===== src/rtl/serializer_tx.sv =====
// rtl/serializer_tx.sv - 10-bit MSB-first serializer with training bursts and payload handshake
module serializer_tx #(
  parameter logic [9:0]  TRAIN_PATTERN = 10'b0110011010,
  parameter int unsigned TRAIN_WORDS   = 4,
  parameter logic [9:0]  FILL_WORD     = 10'h000
) (
  input  logic       clk,
  input  logic       rst_n,
  input  logic       enable,
  input  logic       start,
  input  logic [9:0] data_in,
  input  logic       data_valid,
  output logic       data_ready,
  output logic       serial_out,
  output logic       train_done,
  output logic       tx_busy,
  output logic       underrun
);

  typedef enum logic [1:0] {IDLE, TRAIN, DATA} state_e;

  localparam logic [3:0] LAST_WORD = 4'(TRAIN_WORDS - 1);

  state_e     state_q, state_d;
  logic [3:0] bit_cnt_q, bit_cnt_d;
  logic [3:0] word_cnt_q, word_cnt_d;
  logic [9:0] shift_q, shift_d;
  logic       done_q, done_d;
  logic       pend_q, pend_d;
  logic       at_bnd;

  assign at_bnd     = (bit_cnt_q == 4'd9);
  assign serial_out = shift_q[9];
  assign train_done = done_q;
  assign tx_busy    = (state_q != IDLE);

  always_comb begin
    state_d    = state_q;
    bit_cnt_d  = bit_cnt_q;
    word_cnt_d = word_cnt_q;
    shift_d    = shift_q;
    done_d     = done_q;
    pend_d     = pend_q;
    data_ready = 1'b0;
    underrun   = 1'b0;
    if (enable) begin
      unique case (state_q)
        IDLE: begin
          if (start) begin
            shift_d    = TRAIN_PATTERN;
            bit_cnt_d  = 4'd0;
            word_cnt_d = 4'd0;
            state_d    = TRAIN;
          end
        end
        TRAIN: begin
          if (at_bnd) begin
            bit_cnt_d = 4'd0;
            if (word_cnt_q == LAST_WORD) begin
              data_ready = 1'b1;
              underrun   = ~data_valid;
              shift_d    = data_valid ? data_in : FILL_WORD;
              word_cnt_d = 4'd0;
              done_d     = 1'b1;
              state_d    = DATA;
            end else begin
              word_cnt_d = word_cnt_q + 4'd1;
              shift_d    = TRAIN_PATTERN;
            end
          end else begin
            bit_cnt_d = bit_cnt_q + 4'd1;
            shift_d   = {shift_q[8:0], 1'b0};
          end
        end
        DATA: begin
          if (at_bnd) begin
            bit_cnt_d = 4'd0;
            if (pend_q) begin
              // A retrain requested mid-word takes this boundary instead of payload.
              shift_d    = TRAIN_PATTERN;
              word_cnt_d = 4'd0;
              pend_d     = 1'b0;
              state_d    = TRAIN;
            end else begin
              data_ready = 1'b1;
              underrun   = ~data_valid;
              shift_d    = data_valid ? data_in : FILL_WORD;
              if (start) pend_d = 1'b1;
            end
          end else begin
            bit_cnt_d = bit_cnt_q + 4'd1;
            shift_d   = {shift_q[8:0], 1'b0};
            if (start) pend_d = 1'b1;
          end
        end
        default: state_d = IDLE;
      endcase
    end
  end

  always_ff @(posedge clk or negedge rst_n) begin
    if (!rst_n) begin
      state_q    <= IDLE;
      bit_cnt_q  <= 4'd0;
      word_cnt_q <= 4'd0;
      shift_q    <= 10'd0;
      done_q     <= 1'b0;
      pend_q     <= 1'b0;
    end else begin
      state_q    <= state_d;
      bit_cnt_q  <= bit_cnt_d;
      word_cnt_q <= word_cnt_d;
      shift_q    <= shift_d;
      done_q     <= done_d;
      pend_q     <= pend_d;
    end
  end

endmodule

===== config.mk =====
export PLATFORM = sky130hd
export DESIGN_NAME = serializer_tx
export DESIGN_NICKNAME = d
export VERILOG_FILES = /design/src/rtl/serializer_tx.sv
export SDC_FILE = /design/constraint.sdc
export NUM_CORES = 1
export LEC_CHECK = 0
export ABC_AREA = 0
export ABC_CLOCK_PERIOD_IN_PS = 1970
export CAP_MARGIN = 5
export CORE_UTILIZATION = 50
export CTS_BUF_LIST = sky130_fd_sc_hd__clkbuf_4
export DETAILED_ROUTE_END_ITERATION = 7
export PLACE_DENSITY_LB_ADDON = 0.1
export SYNTH_ARGS = -nofsm -noshare
export SYNTH_HDL_FRONTEND = slang
export SYNTH_SLANG_ARGS = --single-unit

===== constraint.sdc =====
create_clock -name clk -period 1.97 [get_ports clk]
set_clock_uncertainty 0.1 [all_clocks]
set_input_delay 0.591 -clock clk [delete_from_list [all_inputs] [get_ports clk]]
set_output_delay 0.591 -clock clk [all_outputs]
set_load 0.03 [all_outputs]

== Yosys cells after proc, flatten, opt, wreduce, memory -nomap -nowiden ==
Index checks and enable logic that the tools add are counted.

* Bits in registers: 22
* Bits of input ports: 15
* Output and inout bits: 5
* Logic and storage cells: 67

* Add/subtract/negate cells: 2
* Eq/ne operators: 9
* Mux-type cells: 37
* Bitwise operators: 1
* Reductions and logical operators: 12

{| class="wikitable"
|+ Operator list
! operator !! count
|-
| $mux W10 || 6
|-
| $pmux W10 S3 || 1
|-
| $mux W4 || 6
|-
| $mux W1 || 14
|-
| $pmux W4 S3 || 1
|-
| $reduce_and A6 Y1 || 2
|-
| $mux W2 || 5
|-
| $ne A2 B2 Y1 const B || 5
|-
| $reduce_and A3 Y1 || 3
|-
| $add A4 B1 Y4 const B || 2
|-
| $pmux W4 S2 || 1
|-
| $pmux W2 S3 || 1
|-
| $reduce_bool A2 Y1 || 3
|-
| $eq A4 B2 Y1 const B || 1
|-
| $eq A4 B4 Y1 const B || 1
|-
| $pmux W1 S2 || 2
|-
| $reduce_and A4 Y1 || 1
|-
| $reduce_bool A3 Y1 || 1
|-
| $eq A2 B1 Y1 const B || 1
|-
| $eq A2 B2 Y1 const B || 1
|-
| $logic_not A2 Y1 || 1
|-
| $reduce_or A2 Y1 || 1
|-
| $not A1 Y1 || 1
|}

== Logic depth before layout (Yosys ltp) ==
Gate-level depths: netlist (run 1).

* Depth after elaboration: 5
* Depth in mapped cells: 7
* Gate-level depth less buffers: 6

== Least setup slack after synthesis (run 1) ==
OpenSTA, ideal clock, no wires.

* Kind: reg-to-output
* From: register state_q[0]
* To: output underrun
* Arrival time: 1686 ps
* Data required time: 1279 ps
* Setup slack: -407 ps
* Stages on the path, launching flop included: 6
* Buffers on the path: 0
* Cells stage by stage: dfrtp_1 inv_1 ha_1 nor2b_1 o2111a_1 and2_1

* Cells in the longest elaborated chain, start to end: 3
* Elaborated cells between the ends (all ways): 4
* Those cells by class: 2 x eq/ne; 2 x mux

{| class="wikitable"
|+ Ends and longest elaborated chain
! what !! line !! text
|-
| start, declared || 24 || <nowiki>state_e state_q, state_d;</nowiki>
|-
| start signal, assigned || 110 || <nowiki>state_q <= state_d;</nowiki>
|-
| $eq A2 B2 Y1 or $eq A2 B1 Y1 (tied branches) || 47 || <nowiki>unique case (state_q)</nowiki>
|-
| $pmux W1 S2 (*) || 47 ||
|-
| $mux W1 (*) || 46 || <nowiki>if (enable) begin</nowiki>
|-
| end, declared || 17 || <nowiki>output logic underrun</nowiki>
|}

Mark *: on every way between the ends. The rest lies on a longest branch, timed or not.

== Worst setup path in the final report (run 1) ==
* From: register state_q[1]
* To: output underrun

The elaborated chain is that of the path after synthesis.

==> results of run 1 <==
per-layer routing:
metal,track usage [%],wire length [um],vias to the layer above
met3,2.82,108,10
met2,48.1,1770,30
li1,-,-,593
met4,9.83,87,0
met1,33.6,1550,614
met5,0,0,-
cells in the mapped netlist, types with 2 or more instances:
| master | count |
|---|---|
| sky130_fd_sc_hd__a22o_1 | 9 |
| sky130_fd_sc_hd__dfrtp_1 | 22 |
| sky130_fd_sc_hd__nand3_1 | 10 |
| sky130_fd_sc_hd__o22a_1 | 5 |
| sky130_fd_sc_hd__o21ai_0 | 4 |
| sky130_fd_sc_hd__nor2b_1 | 2 |
| sky130_fd_sc_hd__mux2i_1 | 3 |
| sky130_fd_sc_hd__nand2_1 | 12 |
| sky130_fd_sc_hd__ha_1 | 7 |
| sky130_fd_sc_hd__nor2_1 | 3 |
| sky130_fd_sc_hd__and2_1 | 2 |
| sky130_fd_sc_hd__a32o_1 | 4 |
| sky130_fd_sc_hd__nand2b_1 | 3 |
| sky130_fd_sc_hd__buf_2 | 3 |
| sky130_fd_sc_hd__inv_1 | 7 |
| sky130_fd_sc_hd__and3b_1 | 2 |
| sky130_fd_sc_hd__o2bb2ai_1 | 2 |
| sky130_fd_sc_hd__nand3b_1 | 2 |
| sky130_fd_sc_hd__a21oi_1 | 6 |
| sky130_fd_sc_hd__o211ai_1 | 3 |
kinds of logic (layout without fill, tap and decap cells):
| kind of cell | count (synthesis) | count (layout) | synth area share (%) |
|---|---|---|---|
| DFF | 22 | 22 | 40.7 |
| adders and majority gates | 7 | 7 | 6.48 |
| and+or+nand+nor | 47 | 47 | 20.7 |
| muxes | 4 | 4 | 3.33 |
| AOI/OAI and AO/OA | 39 | 39 | 23.5 |
| buffers and inverters | 13 | 62 | 5.18 |
registers in the layout (all words and copies together), names as in the netlist:
name        count
state_q         2
word_cnt_q      4
pend_q          1
bit_cnt_q       4
train_done      1
shift_q        10
worst paths after layout:
path	from	endpoint	cells past startpoint
max in group asynchronous	rst_n	shift_q[0]	2
max	state_q[1]	underrun	5
min in group asynchronous	rst_n	shift_q[5]	2
max reg2reg	bit_cnt_q[0]	word_cnt_q[0]	6
min reg2reg	train_done	train_done	1
min	train_done	train_done	1
timing repair:
action                                  CTS  global route
endpoints found under the setup margin    5            15
pin swaps                                 2             4
setup buffers                             1             0
resized for setup                        10             5
critical path, delay by kind of cell (launching register included):
family | cells | cell delay [ns]
flip-flops | 1 | 0.44
AND/OR/NAND/NOR | 2 | 0.27
buffers and inverters | 1 | 0.13
AO/OA/AOI/OAI | 1 | 0.28
adder cells (fa/ha/maj) | 1 | 0.19
cell type report:
cell class                      count  area (um2)  area share [%]
Clock buffer                        3        22.5            1.19
Tap cell                           30        37.5            1.99
Multi-Input combinational cell     97         793            42.0
Timing Repair Buffer               51         428            22.7
Clock inverter                      1        30.0            1.59
Sequential cell                    22         551            29.2
Inverter                            7        26.3            1.39
layout by cell type, fill, tap and decap left out, types with 2 or more instances in the layout:
cell                              synthesis  final
sky130_fd_sc_hd__a21oi_1                  6      6
sky130_fd_sc_hd__a22o_1                   9      9
sky130_fd_sc_hd__a32o_1                   4      4
sky130_fd_sc_hd__buf_4                    0     33
sky130_fd_sc_hd__buf_6                    1      2
sky130_fd_sc_hd__clkbuf_4                 0      3
sky130_fd_sc_hd__clkdlybuf4s50_1          0     14
sky130_fd_sc_hd__dfrtp_1                 22     22
sky130_fd_sc_hd__dlygate4sd2_1            0      2
sky130_fd_sc_hd__ha_1                     7      3
sky130_fd_sc_hd__ha_4                     0      3
sky130_fd_sc_hd__inv_1                    7      6
sky130_fd_sc_hd__mux2i_1                  3      3
sky130_fd_sc_hd__nand2_1                 12     12
sky130_fd_sc_hd__nand2b_1                 3      3
sky130_fd_sc_hd__nand3_1                 10     10
sky130_fd_sc_hd__nand3b_1                 2      2
sky130_fd_sc_hd__nor2_1                   3      3
sky130_fd_sc_hd__o211ai_1                 3      3
sky130_fd_sc_hd__o21ai_0                  4      4
sky130_fd_sc_hd__o22a_1                   5      5
sky130_fd_sc_hd__o2bb2ai_1                2      2
metrics by stage:
stage / utilization, % / cells
floorplan: - / 132
global placement: 70.1 / 206
detailed placement: 70.1 / 206
CTS: 73.9 / 211
global route: 74.9 / 211
finish: 74.9 / 211
power breakdown:
part | switching, W | total [W] | internal, W | leakage [nW]
sequential | 0.000120 | 0.000744 | 0.000623 | 0.276
clock | 0.000153 | 0.000359 | 0.000206 | 0.0279
combinational | 0.000787 | 0.00159 | 0.000800 | 0.555
total | 0.00106 | 0.00269 | 0.00163 | 0.859
==> run_summary.xml, run 1 <==
<?xml version="1.0" encoding="UTF-8"?>
<metrics>
  <group name="sta">
    <metric name="fin_hold_ws" unit="ns">0.406</metric>
    <metric name="final_number_of_max_transition_violations" unit="">0</metric>
    <metric name="timing.slew.headroom" unit="%">67.7</metric>
    <metric name="post-route-min-period" unit="ns">2.32</metric>
    <metric name="grt_setup_unrepaired" unit="">yes</metric>
    <metric name="fmax" unit="MHz">432</metric>
    <metric name="timing_hold_violations_final" unit="">0</metric>
    <metric name="worstMarginPinSlew" unit="ns">0.483</metric>
    <metric name="worst_slack" unit="ns">-0.345</metric>
    <metric name="setup_total_negative_slack" unit="ns">-0.692</metric>
    <metric name="setup_viol" unit="">3</metric>
    <metric name="layout_worst_path_cycle_share" unit="%">118</metric>
  </group>
  <group name="critical_path">
    <metric name="start_kind" unit="">register</metric>
    <metric name="crit_path_max_fanout" unit="">4</metric>
    <metric name="criticalPathCategory" unit="">register to output port</metric>
    <metric name="ff2ff_setup_slack" unit="ns">0.02</metric>
    <metric name="cpMaxStageDelayCell" unit="">sky130_fd_sc_hd__dfrtp_1</metric>
    <metric name="critical_path.endpoint_type" unit="">output port</metric>
    <metric name="cp_data_required_time" unit="ns">1.28</metric>
    <metric name="arrival" unit="ns">1.62</metric>
    <metric name="highest_cell_delay_on_the_worst_timing_path" unit="ns">0.44</metric>
    <metric name="critical_path.cell_chain" unit="">ha_4 &gt; nor2b_4 &gt; o2111a_2 &gt; and2_4 &gt; buf_6</metric>
  </group>
  <group name="pwr">
    <metric name="irDropWorstVdd" unit="mV">1.07</metric>
    <metric name="p_leak" unit="nW">0.859</metric>
    <metric name="fin_total_pwr" unit="W">0.00269</metric>
    <metric name="powerDensity" unit="nW/um2">1420</metric>
  </group>
  <group name="grt">
    <metric name="pin_count_of_the_biggest_net_entering_global_routing" unit="">23</metric>
    <metric name="first_global_vias" unit="">1143</metric>
    <metric name="grt_util_all_layers" unit="%">27.1</metric>
    <metric name="globalRouteOverflowTotal" unit="">0</metric>
    <metric name="wire_length_of_the_first_global_routing_pass" unit="um">5490</metric>
    <metric name="grt_antenna_before_repair" unit="">0</metric>
  </group>
  <group name="synth">
    <metric name="synth_top_cell_by_area" unit="">sky130_fd_sc_hd__dfrtp_1</metric>
    <metric name="synth_sequential_area_ratio" unit="%">40.7</metric>
    <metric name="synth_area_leaders" unit="">sky130_fd_sc_hd__dfrtp_1, sky130_fd_sc_hd__ha_1, sky130_fd_sc_hd__a22o_1</metric>
    <metric name="yosys_warnings" unit="">0</metric>
    <metric name="netlist.area_leader.share" unit="%">40.7</metric>
    <metric name="synth_ff_type" unit="">sky130_fd_sc_hd__dfrtp_1</metric>
    <metric name="synth_cells" unit="">132</metric>
    <metric name="post_synth_instance_area" unit="um2">1350</metric>
    <metric name="number_of_storage_elements_in_the_synthesis_netlist" unit="">22</metric>
    <metric name="synth_nets" unit="">154</metric>
    <metric name="postSynth.asyncResetShare" unit="%">100</metric>
    <metric name="synth-edff-count" unit="">0</metric>
    <metric name="syn_avg_cell_area" unit="um2">10.2</metric>
    <metric name="synth.distinct_cells" unit="">41</metric>
  </group>
  <group name="outcome">
    <metric name="status" unit="">finished, violations left</metric>
    <metric name="violated_checks" unit="">setup timing</metric>
  </group>
  <group name="placed_design">
    <metric name="placement.cell_area" unit="um2">1770</metric>
    <metric name="post-place-ws" unit="ns">-0.289</metric>
    <metric name="portBuffers" unit="">19</metric>
    <metric name="post-dp-hpwl" unit="um">2680</metric>
    <metric name="gp_congestion" unit="">0.903</metric>
  </group>
  <group name="cells_and_area">
    <metric name="layout-area-overhead-vs-synth" unit="%">39.7</metric>
    <metric name="n_antenna_cell" unit="">0</metric>
    <metric name="layout.filler_cells" unit="">193</metric>
    <metric name="layout-drive-gt1-share" unit="%">31.5</metric>
    <metric name="layout.cell_area.non_filler" unit="um2">1890</metric>
    <metric name="nNetsFinal" unit="">204</metric>
  </group>
  <group name="drt">
    <metric name="drtAntennaViolNets" unit="">0</metric>
    <metric name="first_iter_violations" unit="">41</metric>
    <metric name="routed_wl" unit="um">3520</metric>
    <metric name="detail_route.drc_violations" unit="">0</metric>
    <metric name="vias" unit="">1247</metric>
    <metric name="via_density_per_instance" unit="">5.91</metric>
    <metric name="drt-wirelength-per-cell" unit="um">16.7</metric>
    <metric name="first_pass_iters" unit="">4</metric>
  </group>
  <group name="clock_tree">
    <metric name="post_cts_hold_buffer_count" unit="">0</metric>
    <metric name="cts_root_buf" unit="">sky130_fd_sc_hd__clkbuf_4</metric>
    <metric name="cts.sinks" unit="">22</metric>
    <metric name="tritoncts.num_buffers" unit="">3</metric>
    <metric name="cts_tree" unit="">built</metric>
    <metric name="clkSlewWorstSetupHoldPaths" unit="ns">0.13</metric>
    <metric name="cts-htree-levels" unit="">1</metric>
    <metric name="cts_max_path_buffers" unit="">2</metric>
    <metric name="worstSkewPairLatency" unit="ns">0.32</metric>
  </group>
  <group name="floorplanning">
    <metric name="floorplan.die.width" unit="um">54.0</metric>
    <metric name="placement_rows" unit="">18</metric>
    <metric name="floorplan.die_area" unit="um2">2910</metric>
    <metric name="coreArea" unit="um2">2520</metric>
    <metric name="initial_utilization" unit="%">53.6</metric>
    <metric name="pin_count" unit="">20</metric>
    <metric name="floorplan.die.height" unit="um">54.0</metric>
  </group>
  <group name="run">
    <metric name="max_cap_viol_count" unit="">0</metric>
  </group>
  <group name="min_path">
    <metric name="worst_hold_path_type" unit="">register to register</metric>
  </group>
</metrics>
(Power assumes the default switching activity.)
==> run 2, diff against run 1 <==
--- a/config.mk
+++ b/config.mk
@@ -5,10 +5,10 @@
 export SDC_FILE = /design/constraint.sdc
 export NUM_CORES = 1
 export LEC_CHECK = 0
-export ABC_AREA = 0
+export ABC_AREA = 1
 export ABC_CLOCK_PERIOD_IN_PS = 1970
 export CAP_MARGIN = 5
-export CORE_UTILIZATION = 50
+export CORE_UTILIZATION = 51
 export CTS_BUF_LIST = sky130_fd_sc_hd__clkbuf_4
 export DETAILED_ROUTE_END_ITERATION = 7
 export PLACE_DENSITY_LB_ADDON = 0.1
==> run 2 against run 1 <==
  * The flow still finishes with violations (setup timing)
  * Non-clock buffer count is 3 lower
  * Register-to-register slack better by 0.17 ns
  * Sequential power is 2% lower
  * Design area is 8.0% higher
  * Critical path type is now input port to output port
  * Largest cell class unchanged
==> run_summary.xml, run 2 <==
<?xml version="1.0" encoding="UTF-8"?>
<metrics>
  <group name="synth">
    <metric name="synth.distinct_cells" unit="">32</metric>
    <metric name="post_synth_mux_area_share" unit="%">0</metric>
    <metric name="synth_nets" unit="">220</metric>
    <metric name="synth.most_common_cell" unit="">sky130_fd_sc_hd__nand2_1</metric>
    <metric name="synth-edff-count" unit="">0</metric>
    <metric name="area_fraction_in_compound_gates_after_synthesis" unit="%">7.49</metric>
    <metric name="syn_avg_cell_area" unit="um2">7.51</metric>
    <metric name="post_synth_instance_area" unit="um2">1490</metric>
    <metric name="synth_top_family_by_area" unit="">simple AND/OR/NAND/NOR gates</metric>
    <metric name="synth_top_cell_by_area" unit="">sky130_fd_sc_hd__dfrtp_1</metric>
    <metric name="synth_ff_type" unit="">sky130_fd_sc_hd__dfrtp_1</metric>
    <metric name="synth_sequential_area_ratio" unit="%">37.0</metric>
    <metric name="netlist.area_leader.share" unit="%">37.0</metric>
    <metric name="number_of_storage_elements_in_the_synthesis_netlist" unit="">22</metric>
    <metric name="synth_area_leaders" unit="">sky130_fd_sc_hd__dfrtp_1, sky130_fd_sc_hd__nand2_1, sky130_fd_sc_hd__ha_1</metric>
    <metric name="yosys.area_share.xor_xnor" unit="%">2.36</metric>
    <metric name="synth_cells" unit="">198</metric>
    <metric name="synth.cells.most_frequent" unit="">sky130_fd_sc_hd__nand2_1, sky130_fd_sc_hd__dfrtp_1, sky130_fd_sc_hd__inv_1, sky130_fd_sc_hd__nand3_1, sky130_fd_sc_hd__nor2_1</metric>
    <metric name="adder_cell_share_of_the_synthesized_area" unit="%">5.89</metric>
    <metric name="yosys.area_share.simple" unit="%">39.0</metric>
    <metric name="postSynth.asyncResetShare" unit="%">100</metric>
    <metric name="yosys_warnings" unit="">0</metric>
  </group>
  <group name="grt">
    <metric name="grt_util_all_layers" unit="%">24.5</metric>
    <metric name="globalRouteOverflowTotal" unit="">0</metric>
    <metric name="grt_antenna_before_repair" unit="">0</metric>
    <metric name="wire_length_of_the_first_global_routing_pass" unit="um">6000</metric>
    <metric name="first_global_vias" unit="">1351</metric>
    <metric name="pin_count_of_the_biggest_net_entering_global_routing" unit="">23</metric>
  </group>
  <group name="critical_path">
    <metric name="critical_path.cell_chain" unit="">clkdlybuf4s50_1 &gt; nand2_4 &gt; nor4_4 &gt; buf_4</metric>
    <metric name="crit_path_max_fanout" unit="">4</metric>
    <metric name="cp_top_family" unit="">buffers and inverters</metric>
    <metric name="criticalPathCategory" unit="">input port to output port</metric>
    <metric name="critical_path.endpoint_type" unit="">output port</metric>
    <metric name="start_kind" unit="">input port</metric>
    <metric name="timing.critical_path.buf_inv" unit="">2</metric>
    <metric name="cp_data_required_time" unit="ns">1.28</metric>
    <metric name="highest_cell_delay_on_the_worst_timing_path" unit="ns">0.54</metric>
    <metric name="arrival" unit="ns">1.67</metric>
    <metric name="cpMaxStageDelayCell" unit="">sky130_fd_sc_hd__clkdlybuf4s50_1</metric>
  </group>
  <group name="clock_tree">
    <metric name="clkSlewWorstSetupHoldPaths" unit="ns">0.13</metric>
    <metric name="worstSkewPairLatency" unit="ns">0.32</metric>
    <metric name="cts-htree-levels" unit="">1</metric>
    <metric name="cts_root_buf" unit="">sky130_fd_sc_hd__clkbuf_4</metric>
    <metric name="cts_max_path_buffers" unit="">2</metric>
    <metric name="cts.sinks" unit="">22</metric>
    <metric name="cts_tree" unit="">built</metric>
    <metric name="tritoncts.num_buffers" unit="">3</metric>
  </group>
  <group name="cells_and_area">
    <metric name="final-instance-count-excl-fill" unit="">278</metric>
    <metric name="n_antenna_cell" unit="">0</metric>
    <metric name="layout-area-overhead-vs-synth" unit="%">37.2</metric>
    <metric name="layout-drive-gt1-share" unit="%">30.0</metric>
    <metric name="largest_registers" unit="">shift_q x10, bit_cnt_q x4, word_cnt_q x4</metric>
    <metric name="final_common_cell" unit="">sky130_fd_sc_hd__nand2_1</metric>
    <metric name="mostFrequentLayoutCells" unit="">sky130_fd_sc_hd__nand2_1, sky130_fd_sc_hd__buf_4, sky130_fd_sc_hd__dfrtp_1</metric>
    <metric name="postLayoutCoreUtil" unit="%">74.0</metric>
    <metric name="largest_reg_flops" unit="">10</metric>
    <metric name="layout.cell_area.non_filler" unit="um2">2040</metric>
    <metric name="top_register" unit="">shift_q</metric>
    <metric name="nNetsFinal" unit="">270</metric>
  </group>
  <group name="floorplanning">
    <metric name="coreArea" unit="um2">2760</metric>
    <metric name="floorplan.die_area" unit="um2">3130</metric>
    <metric name="initial_utilization" unit="%">53.9</metric>
    <metric name="floorplan.die.width" unit="um">56.0</metric>
    <metric name="pin_count" unit="">20</metric>
    <metric name="floorplan.die.height" unit="um">56.0</metric>
    <metric name="placement_rows" unit="">19</metric>
  </group>
  <group name="pwr">
    <metric name="powerDensity" unit="nW/um2">1250</metric>
    <metric name="p_leak" unit="nW">1.08</metric>
    <metric name="irDropWorstVdd" unit="mV">1.01</metric>
  </group>
  <group name="placed_design">
    <metric name="placement.cell_area" unit="um2">1890</metric>
    <metric name="gp_congestion" unit="">0.840</metric>
    <metric name="post-dp-hpwl" unit="um">2600</metric>
    <metric name="portBuffers" unit="">19</metric>
    <metric name="post-place-cells" unit="">268</metric>
    <metric name="post-place-ws" unit="ns">-0.388</metric>
  </group>
  <group name="sta">
    <metric name="post-route-min-period" unit="ns">2.37</metric>
    <metric name="worst_slack" unit="ns">-0.395</metric>
    <metric name="setup_viol" unit="">2</metric>
    <metric name="final_number_of_max_transition_violations" unit="">0</metric>
    <metric name="fmax" unit="MHz">423</metric>
    <metric name="timing.slew.headroom" unit="%">78.2</metric>
    <metric name="layout_worst_path_cycle_share" unit="%">120</metric>
    <metric name="grt_setup_unrepaired" unit="">yes</metric>
    <metric name="worstMarginPinSlew" unit="ns">0.327</metric>
    <metric name="timing_hold_violations_final" unit="">0</metric>
  </group>
  <group name="drt">
    <metric name="via_density_per_instance" unit="">5.15</metric>
    <metric name="drtAntennaViolNets" unit="">0</metric>
    <metric name="first_iter_violations" unit="">53</metric>
    <metric name="detail_route.drc_violations" unit="">0</metric>
    <metric name="first_pass_iters" unit="">4</metric>
    <metric name="routed_wl" unit="um">3530</metric>
    <metric name="drt-wirelength-per-cell" unit="um">12.7</metric>
    <metric name="vias" unit="">1432</metric>
  </group>
  <group name="outcome">
    <metric name="status" unit="">finished, violations left</metric>
    <metric name="violated_checks" unit="">setup timing</metric>
  </group>
  <group name="min_path">
    <metric name="worst_hold_path_type" unit="">register to register</metric>
  </group>
  <group name="run">
    <metric name="max_cap_viol_count" unit="">0</metric>
  </group>
</metrics>
run 2: changes by cell type in the layout (fill, tap and decap cells not counted), sizes merged, moves of 5 or more:
| cell | delta |
|---|---|
| nand2 | +62 |
| inv | +16 |
| a22o | -9 |
| o22a | -5 |
| nor2 | +8 |
| o21ai | +8 |
| nand3 | +10 |
run 2: repair_timing:
item,CTS,global route
buffers inserted,6,0
endpoints found under the setup margin,5,3
cloned,0,0
resized for setup,12,3
hold buffers,0,0
pin swaps,6,0
run 2: path summary, 6_finish.rpt:
check	start	endpoint	slack, ns	cells past startpoint
worst max-delay path	enable	underrun	-0.40	4
worst min-delay path	train_done	train_done	0.39	1
worst max register to register	bit_cnt_q[1]	word_cnt_q[2]	0.19	11
worst min register to register	train_done	train_done	0.39	1
max in group asynchronous	rst_n	bit_cnt_q[2]	1.04	2
min in group asynchronous	rst_n	train_done	0.50	2
run 2: power breakdown:
| part | internal [W] | switching, W | leakage [nW] | total, W |
|---|---|---|---|---|
| Clock | 0.000206 | 0.000144 | 0.0279 | 0.000349 |
| Sequential | 0.000607 | 0.000120 | 0.288 | 0.000727 |
| Combinational | 0.000647 | 0.000821 | 0.763 | 0.00147 |
run 2: layout make-up:
cell class              instances  area [um2]
multi-input cells             148         897
clock buffers                   3        22.5
well taps                      31        38.8
clock inverters                 1        30.0
repair buffers                 48         405
flip-flops and latches         22         551
inverters                      25        95.1
fillers                       218         718
run 2: cells by family (layout without fill, tap and decap cells):
kind of cell,Yosys count,count (layout)
xor gates and xnor gates,4,4
adders and majority gates,7,7
and+or+nand+nor,117,117
buffers and inverters,28,77
DFF,22,22
AOI/OAI and AO/OA,20,20
run 2: per-stage QoR:
| step | hold WS (ns) | TNS [ns] | total power [W] |
|---|---|---|---|
| 6_report | 0.390 | -0.673 | 0.00254 |
| 3_5_place_dp | 0.359 | -1.56 | 0.00203 |
| 4_1_cts | 0.392 | -0.682 | 0.00251 |
| 3_3_place_gp | 0.354 | -1.20 | 0.00197 |
| 5_1_grt | 0.413 | -0.860 | 0.00275 |
| 2_1_floorplan | 0.195 | -0.326 | 0.00156 |
run 2: layer usage:
metal,vias up,wire (um),track usage (%)
li1,724,-,-
met1,659,1640,33.3
met2,43,1690,38.6
met3,6,147,4.19
met4,0,53,10.1
met5,-,0,0
run 2: worst register-to-register path: stages, from the launching register on:
cell and delay [ns]:
sky130_fd_sc_hd__dfrtp_1 0.42, sky130_fd_sc_hd__inv_2 0.09, sky130_fd_sc_hd__ha_4 0.15, sky130_fd_sc_hd__nand2_4 0.05, sky130_fd_sc_hd__nor2_4 0.12, sky130_fd_sc_hd__buf_4 0.12
sky130_fd_sc_hd__buf_4 0.17, sky130_fd_sc_hd__o21ai_2 0.11, sky130_fd_sc_hd__nor2_8 0.17, sky130_fd_sc_hd__nand2_4 0.08, sky130_fd_sc_hd__nand2_1 0.06, sky130_fd_sc_hd__nand2_1 0.05
